<file path="src/rtl/mini_ram_pkg.sv">
// Shared constants for the mini RAM front-end: FSM encoding and bus widths.
package mini_ram_pkg;

    // Controller state encoding
    localparam logic [1:0] IDLE    = 2'd0;
    localparam logic [1:0] INIT    = 2'd1;
    localparam logic [1:0] RD_WAIT = 2'd2;
    localparam logic [1:0] RSP     = 2'd3;

    // RAM data width and the width of the RAM address bus
    localparam int RAM_DW        = 8;
    localparam int MAX_ADDR_BITS = 8;

endpackage

</file>
<file path="src/rtl/mini_ram_ctrl.sv">
// Request/response front-end for mini_sp_ram: turns a valid/ready request
// stream into RAM strobes, absorbs the RAM read latency, holds read data
// under backpressure, and zero-fills the RAM on demand.
module mini_ram_ctrl
    import mini_ram_pkg::*;
#(
    parameter int ADDR_BITS = 8
) (
    input  logic                     clk,
    input  logic                     rst_n,
    input  logic                     init_start,
    output logic                     init_busy,
    output logic                     init_done,
    input  logic                     req_valid,
    output logic                     req_ready,
    input  logic                     req_we,
    input  logic [MAX_ADDR_BITS-1:0] req_addr,
    input  logic [RAM_DW-1:0]        req_wdata,
    output logic                     rsp_valid,
    input  logic                     rsp_ready,
    output logic [RAM_DW-1:0]        rsp_rdata,
    output logic [MAX_ADDR_BITS-1:0] ram_addr,
    output logic [RAM_DW-1:0]        ram_din,
    output logic                     ram_ce,
    output logic                     ram_we,
    input  logic [RAM_DW-1:0]        ram_dout
);

    // Keeps only the address bits that exist in the RAM
    localparam logic [MAX_ADDR_BITS-1:0] ADDR_MASK =
        MAX_ADDR_BITS'((9'd1 << ADDR_BITS) - 9'd1);

    logic [1:0]               r_state;
    logic [ADDR_BITS-1:0]     r_cnt;
    logic                     r_rsp_valid;
    logic [RAM_DW-1:0]        r_rsp_rdata;
    logic                     r_init_done;

    logic                     w_accept;
    logic                     w_fill_last;
    logic [MAX_ADDR_BITS-1:0] w_req_addr_m;

    // init_start wins over a same-cycle request, so it also withholds ready
    assign req_ready    = rst_n && (r_state == IDLE) && !init_start;
    assign w_accept     = req_valid && req_ready;
    assign w_fill_last  = (r_cnt == {ADDR_BITS{1'b1}});
    assign w_req_addr_m = req_addr & ADDR_MASK;

    assign init_busy = (r_state == INIT);
    assign init_done = r_init_done;
    assign rsp_valid = r_rsp_valid;
    assign rsp_rdata = r_rsp_rdata;

    // RAM pin drive: fill writes, or the accepted request in the same cycle
    always_comb begin
        ram_ce   = 1'b0;
        ram_we   = 1'b0;
        ram_addr = '0;
        ram_din  = '0;
        if (rst_n) begin
            if (r_state == INIT) begin
                ram_ce   = 1'b1;
                ram_we   = 1'b1;
                ram_addr = MAX_ADDR_BITS'(r_cnt);
            end else if (w_accept) begin
                ram_ce   = 1'b1;
                ram_we   = req_we;
                ram_addr = w_req_addr_m;
                ram_din  = req_we ? req_wdata : '0;
            end
        end
    end

    // Control FSM, fill counter and response register
    always_ff @(posedge clk) begin
        if (!rst_n) begin
            r_state     <= IDLE;
            r_cnt       <= '0;
            r_rsp_valid <= 1'b0;
            r_rsp_rdata <= '0;
            r_init_done <= 1'b0;
        end else begin
            r_init_done <= 1'b0;
            case (r_state)
                IDLE: begin
                    if (init_start) begin
                        r_state <= INIT;
                    end else if (w_accept && !req_we) begin
                        r_state <= RD_WAIT;
                    end
                end
                INIT: begin
                    if (w_fill_last) begin
                        r_cnt       <= '0;
                        r_init_done <= 1'b1;
                        r_state     <= IDLE;
                    end else begin
                        r_cnt <= r_cnt + ADDR_BITS'(1);
                    end
                end
                RD_WAIT: begin
                    r_rsp_rdata <= ram_dout;
                    r_rsp_valid <= 1'b1;
                    r_state     <= RSP;
                end
                RSP: begin
                    if (rsp_ready) begin
                        r_rsp_valid <= 1'b0;
                        r_state     <= IDLE;
                    end
                end
                default: r_state <= IDLE;
            endcase
        end
    end

endmodule

</file>
<file path="config.mk">
export PLATFORM = sky130hd
export DESIGN_NAME = mini_ram_ctrl
export DESIGN_NICKNAME = d
export VERILOG_FILES = /design/src/rtl/mini_ram_pkg.sv /design/src/rtl/mini_ram_ctrl.sv
export SDC_FILE = /design/constraint.sdc
export NUM_CORES = 1
export LEC_CHECK = 0
export BUFFER_PORTS_ARGS = -buffer_cell sky130_fd_sc_hd__buf_2
export CAP_MARGIN = 20
export CORE_AREA = 2 2 51 58
export DETAILED_ROUTE_END_ITERATION = 10
export DIE_AREA = 0 0 53 60
export GPL_TIMING_DRIVEN = 0
export PLACE_DENSITY = 0.78
export SLEW_MARGIN = 20
export SYNTH_ARGS = -nofsm -noshare
export SYNTH_HDL_FRONTEND = slang
export SYNTH_SLANG_ARGS = --single-unit
</file>
<file path="constraint.sdc">
create_clock -name clk -period 1.45 [get_ports clk]
set_input_delay 0.0725 -clock clk [delete_from_list [all_inputs] [get_ports clk]]
set_output_delay 0.0725 -clock clk [all_outputs]
set_load 0.05 [all_outputs]
</file>
==> reports/metrics.csv, run 1 <==
metric,value,unit
layout cells sized above 1,51.01,%
H-tree Lvls,1,
Total Routing Usage GR,22.10,%
async set-or-reset flop fraction in the synthesized netlist,0,%
crit path kind,flop to primary output,
Setup Skew,0.001834,ns
antenna violations before repair,0,
max_cap viols,0,
clock sinks,20,
Syn Inst Count,126,
Critical R2R Launch,r_cnt[0],
Cell Pwr Density,726.9,nW/um^2
Core Area,2628,um^2
"Req. time, crit path",1.38,ns
Final Core Density,73.00,%
die height,60,um
worst setup margin,-0.2512,ns
crit end category,primary output,
Mapped Area,1081,um^2
pre-CTS setup slack,-0.1149,ns
vias in the first global route,1275,
top post-synthesis cells by area,"dfxtp_1, nand2_1, a21oi_1",
reg2reg setup slack,0.08,ns
Worst Path Arrival,1.63,ns
Syn-to-layout area delta,77.43,%
io pins,60,
failing checks,negative setup slack,
full die area,3180,um^2
tightest hold margin,0.01708,ns
Mapped Avg Cell Area,8.580,um^2
number of synthesized flops with an enable pin,0,
Sequential cell area,412.9,um^2
Fillers,175,
Commonest cells post-synth,"dfxtp_1, nand2_1, a21oi_1",
# diodes,0,
Hold Path Depth,3,
die width,53,um
Hold Path End,rsp_rdata[6],
RSZ-0062 raised after global routing,true,
Yosys cell types,40,
syn_nets,157,
first-pass GRT wire length,5264,um
Leak,0.0008514,uW
Synth area leader,dfxtp_1,
# DRC,0,
Final Hold Vio Count,0,
R2R cell count,4,
Hold Crit Class,input pin to flop,
reg2reg end,r_cnt[6],
number of detailed-route iterations in the first pass,3,
"Reg clk slew, reported paths",0.12,ns
Least-Margin Pin Slew,0.4421,ns
WL/cell,15.06,um
f_max,0.5878,GHz
global placer's final weighted congestion,0.7799,
# rows,20,
worst rel slew slack,70.53,%
fin nets,230,
"Slew Viols, Final",0,
Initial Util,41.14,%
GRT overflow,0,
worst-path maximum fanout,5,
Multi-input gate area,733.2,um^2
maximum clock insertion buffer count,2,
setup_tns,-3.814,ns
register area share after synthesis,37.04,%
Root Driver,clkbuf_4,
Yosys reg bits,20,
hold path start,ram_dout[6],
1st-iter DRT viols,14,
Synth top area share,37.04,%
Critical Path Start Type,flop,
final period utilization,117.3,%
top_reg_cell synth,dfxtp_1,
# port buffers,59,
pin count of the biggest net entering global routing,13,
warnings from Yosys,0,
via count,1256,
ANT nets after route,0,
routed wire length,3478,um
CTS tree,built,
status,"finished, violations left",
final setup violation count,18,
dpl hpwl,2191,um
VDD IR max,0.7528,mV
"Clk Latency, worst-skew pair",0.30,ns
DR vias/cell,5.437,
crit path time final,1.701,ns
Num CTS Buffers,3,
through the flow:
step | cell area (um^2) | total power, uW | instances
after global routing | 1918 | 1450 | 231
after detailed placement | 1486 | 867.9 | 218
final | 1918 | 1394 | 231
after CTS | 1892 | 1398 | 233
after global placement | 1486 | 859.7 | 218
after floorplan | 1150 | 780.6 | 126
worst max path at each step:
stage               slack (ns)          to       start  depth (start not counted)
global route             -0.34  ram_din[0]  r_state[1]                          5
detailed placement       -0.11      ram_ce  r_state[0]                          7
CTS                      -0.26  ram_din[6]  r_state[1]                          6
global placement         -0.09      ram_ce  r_state[0]                          7
floorplan                -0.36  ram_din[0]  r_state[1]                          5
finish                   -0.25  ram_din[5]  r_state[1]                          5
flip-flops by register name, summed over array words and instances (netlist names):
register	cells
rsp_rdata	8
r_cnt	8
rsp_valid	1
init_done	1
r_state	2
power breakdown:
part / switching [uW] / internal, uW
registers: 16.1 / 564
clock network: 178 / 279
logic: 194 / 163
total: 388 / 1010
logic make-up (layout without fill, tap and decap cells):
| family | count (synthesis) | count (layout) | share of synthesized area [%] |
|---|---|---|---|
| AO/OA/AOI/OAI | 38 | 38 | 23.50 |
| XOR/XNOR | 1 | 1 | 0.8103 |
| adder cells (fa/ha/maj) | 1 | 1 | 1.157 |
| buffers and inverters | 12 | 83 | 8.333 |
| flip-flops | 20 | 20 | 37.04 |
| multiplexers | 1 | 1 | 0.9260 |
| AND/OR/NAND/NOR | 53 | 54 | 28.24 |
cell usage in the layout, fill, tap and decap left out, types with 2 or more instances in the layout:
master / count
and3_4: 8
o31ai_1: 2
clkbuf_4: 3
a311oi_1: 2
and2_4: 3
buf_2: 42
buf_6: 3
buf_8: 19
buf_4: 3
a21oi_1: 14
o21ai_1: 3
inv_1: 2
nand3b_1: 3
nor2_1: 3
nand2b_1: 2
nand2_1: 20
dfxtp_4: 3
nand3_1: 4
or3_1: 2
dlygate4sd3_1: 7
dfxtp_1: 16
a22o_4: 8
critical path: stages (launching register included):
cell       delay [ns]
dfxtp_2          0.36
nor4b_4          0.28
and2_4           0.23
clkbuf_16        0.15
and3_4           0.18
buf_8            0.14
cell type report:
cell class	instances	area share [%]
inverter	2	0.3914
multi-input combinational	95	38.23
tap	33	2.153
buffer	6	2.348
clock inverter	1	1.566
timing repair buffer	71	32.62
sequential	20	21.53
clock buffer	3	1.174
routing by layer:
metal	track usage, %	routed length, um	up-vias
met5	0	0	-
met4	8.425	37	0
met3	4.250	280	4
met2	45.71	1872	63
met1	20.28	1287	579
li1	-	-	610
what timing repair did:
item                                    CTS  global route
hold buffers                              7             0
resized for setup                        67             8
hold endpoints to repair                  7             0
gates cloned                              1             1
buffers inserted                          4             0
pin swaps                                 2            11
endpoints found under the setup margin   20            23
Note: power is estimated with default switching activity, not from simulation.
==> run 2: changes to the inputs <==
Settings changed: CORE_AREA 2 2 51 58 to 2 2 60 67, CTS_BUF_LIST set to sky130_fd_sc_hd__clkbuf_8 sky130_fd_sc_hd__clkbuf_16, DIE_AREA 0 0 53 60 to 0 0 62 69, PLACE_DENSITY 0.78 to 0.6.
==> run 2 against run 1 <==
The run still ends with negative setup slack left. Setup slack gained 0.083 ns. Non-clock buffer count fell by 7. Clock power is 22% higher. Flip-flop and latch count stayed put. Critical path depth did not move. Sequential power barely moved. Routed wire length down 10%. Register-to-register slack about the same. Clock-buffer cell count unchanged. Cell area fell by 2.5%. Via count decreased by 7.1%. Combinational power down 7.0%. Critical endpoint is now ram_din[4]. Largest power group unchanged.
==> reports/metrics.csv, run 2 (same netlist as run 1, synthesis figures left out) <==
metric,value,unit,change
Initial Util,30.05,%,-11 points
setup_tns,-2.323,ns,+1.491 ns
RSZ-0062 raised after global routing,true,,
Core Area,3597,um^2,+37%
Setup Skew,0.001838,ns,+0.000004330 ns
number of detailed-route iterations in the first pass,4,,+1
first-pass GRT wire length,4954,um,-5.9%
vias in the first global route,1083,,-15%
"delay-heaviest family, CP",simple AND/OR/NAND/NOR gates,,
failing checks,negative setup slack,,
final period utilization,111.6,%,-5.8 points
status,"finished, violations left",,
Cell Pwr Density,785.5,nW/um^2,+8.1%
Syn-to-layout area delta,72.92,%,
"Clk Latency, worst-skew pair",0.26,ns,-0.04 ns
global placer's final weighted congestion,0.6919,,-11%
pre-CTS setup slack,-0.1065,ns,+0.008406 ns
Crit-path slowest cell,dfxtp_2,,
clock sinks,20,,unchanged
# port buffers,59,,unchanged
"commonest non-fill, non-tap cell in the layout",buf_2,,
Worst Path Arrival,1.55,ns,-0.08 ns
ANT nets after route,0,,unchanged
Final Hold Vio Count,0,,unchanged
fin nets,223,,-3.0%
Hold Crit Class,input pin to flop,,
worst setup margin,-0.1678,ns,+0.08343 ns
H-tree Lvls,1,,unchanged
CTS tree,built,,
# rows,23,,+15%
number of hold buffers added after cts,0,,-7
io pins,60,,unchanged
Fillers,322,,+84%
worst-path maximum fanout,5,,unchanged
Sequential Power Share,39.5,%,-2.1 points
"Slew Viols, Final",0,,unchanged
Sw Pwr,389.3,uW,+0.38%
total power,1468,uW,+5.3%
f_max,0.6181,GHz,+5.2%
layout cells sized above 1,52.36,%,+1.3 points
antenna violations before repair,0,,unchanged
max incr delay on CP,0.34,ns,-0.02 ns
max_cap viols,0,,unchanged
# diodes,0,,unchanged
WL/cell,12.96,um,-14%
dpl hpwl,1996,um,-8.9%
final setup violation count,18,,unchanged
worst rel slew slack,70.64,%,+0.12 points
crit path kind,flop to primary output,,
Leak,0.0008231,uW,-3.3%
crit end category,primary output,,
clock power share,37.9,%,+5.1 points
1st-iter DRT viols,43,,+29
"Reg clk slew, reported paths",0.08,ns,-0.04 ns
Critical Path Start Type,flop,,
pin count of the biggest net entering global routing,13,,unchanged
tightest hold margin,0.01044,ns,-0.006634 ns
# DRC,0,,unchanged
Comb pwr share,22.6,%,-3.0 points
full die area,4278,um^2,+35%
Placed Area,1508,um^2,+1.4%
die width,62,um,+17%
reg2reg setup slack,0.08,ns,about the same
internal power,1079,uW,+7.2%
DR vias/cell,4.842,,-11%
"Buf+Inv Stages, Crit Path",2,,unchanged
maximum clock insertion buffer count,2,,unchanged
Num CTS Buffers,3,,unchanged
Total Routing Usage GR,14.76,%,-7.3 points
"commonest non-fill, non-tap cells in the layout","buf_2, nand2_1, buf_8, dfxtp_1, a21oi_1",,
"Critical Path, Cell by Cell","nor4b_4, and2_4, clkbuf_16, and3_4, buf_8",,
GRT overflow,0,,unchanged
die height,69,um,+15%
switch share,26.51,%,-1.3 points
VDD IR max,0.7457,mV,-0.93%
"Req. time, crit path",1.38,ns,about the same
fin area,1869,um^2,-2.5%
crit path time final,1.618,ns,-0.08343 ns
via count,1167,,-7.1%
routed wire length,3124,um,-10%
Root Driver,clkbuf_8,,
Least-Margin Pin Slew,0.4403,ns,-0.001741 ns
==> run 2: cell count changes in the layout (fill, tap and decap cells not counted), sizes merged <==
cell and delta:
buf -1, dlygate4sd3 -7, clkbuf +1
==> run 2: repair_timing <==
action                     in CTS  in global routing
setup endpoints to repair      19                 21
buffers inserted                3                  0
pin swaps                       5                  7
cloned                          1                  1
gates resized for setup        66                  4
==> run 2: worst paths after layout <==
check / start / to / cells past startpoint
max: r_state[0] / ram_din[4] / 5
min: rsp_ready / r_state[1] / 2
min reg2reg: rsp_rdata[5] / rsp_rdata[5] / 2
max reg2reg: r_cnt[1] / r_cnt[6] / 4
==> run 2: power groups by stage <==
stage                     registers (uW)  logic (uW)  clock network, uW
after floorplan                      612         169                  0
after global placement               591         274                  0
after detailed placement             591         275                  0
after CTS                            581         332                570
after global routing                 583         355                602
final                                580         332                556
==> run 2: cell type report <==
cell class / instances / area [um^2] / area share, %
Inverter: 2 / 7.507 / 0.4016
Tap cell: 50 / 62.56 / 3.347
Clock inverter: 1 / 30.03 / 1.606
Multi-Input combinational cell: 95 / 733.2 / 39.22
Clock buffer: 3 / 41.29 / 2.209
Timing Repair Buffer: 63 / 538.0 / 28.78
Buffer: 7 / 48.80 / 2.610
Sequential cell: 20 / 407.9 / 21.82
==> run 2: through the flow <==
step,instances,utilization [%]
6_report,241,51.97
5_1_grt,241,51.97
4_1_cts,242,51.65
2_1_floorplan,126,-
3_3_place_gp,235,41.91
3_5_place_dp,235,41.91
==> run 2: layer usage <==
metal	share of wire [%]	global-route usage, %
met1	43	17.88
met2	49	24.31
met3	6.8	4.690
met4	1.8	4.019
met5	0	0
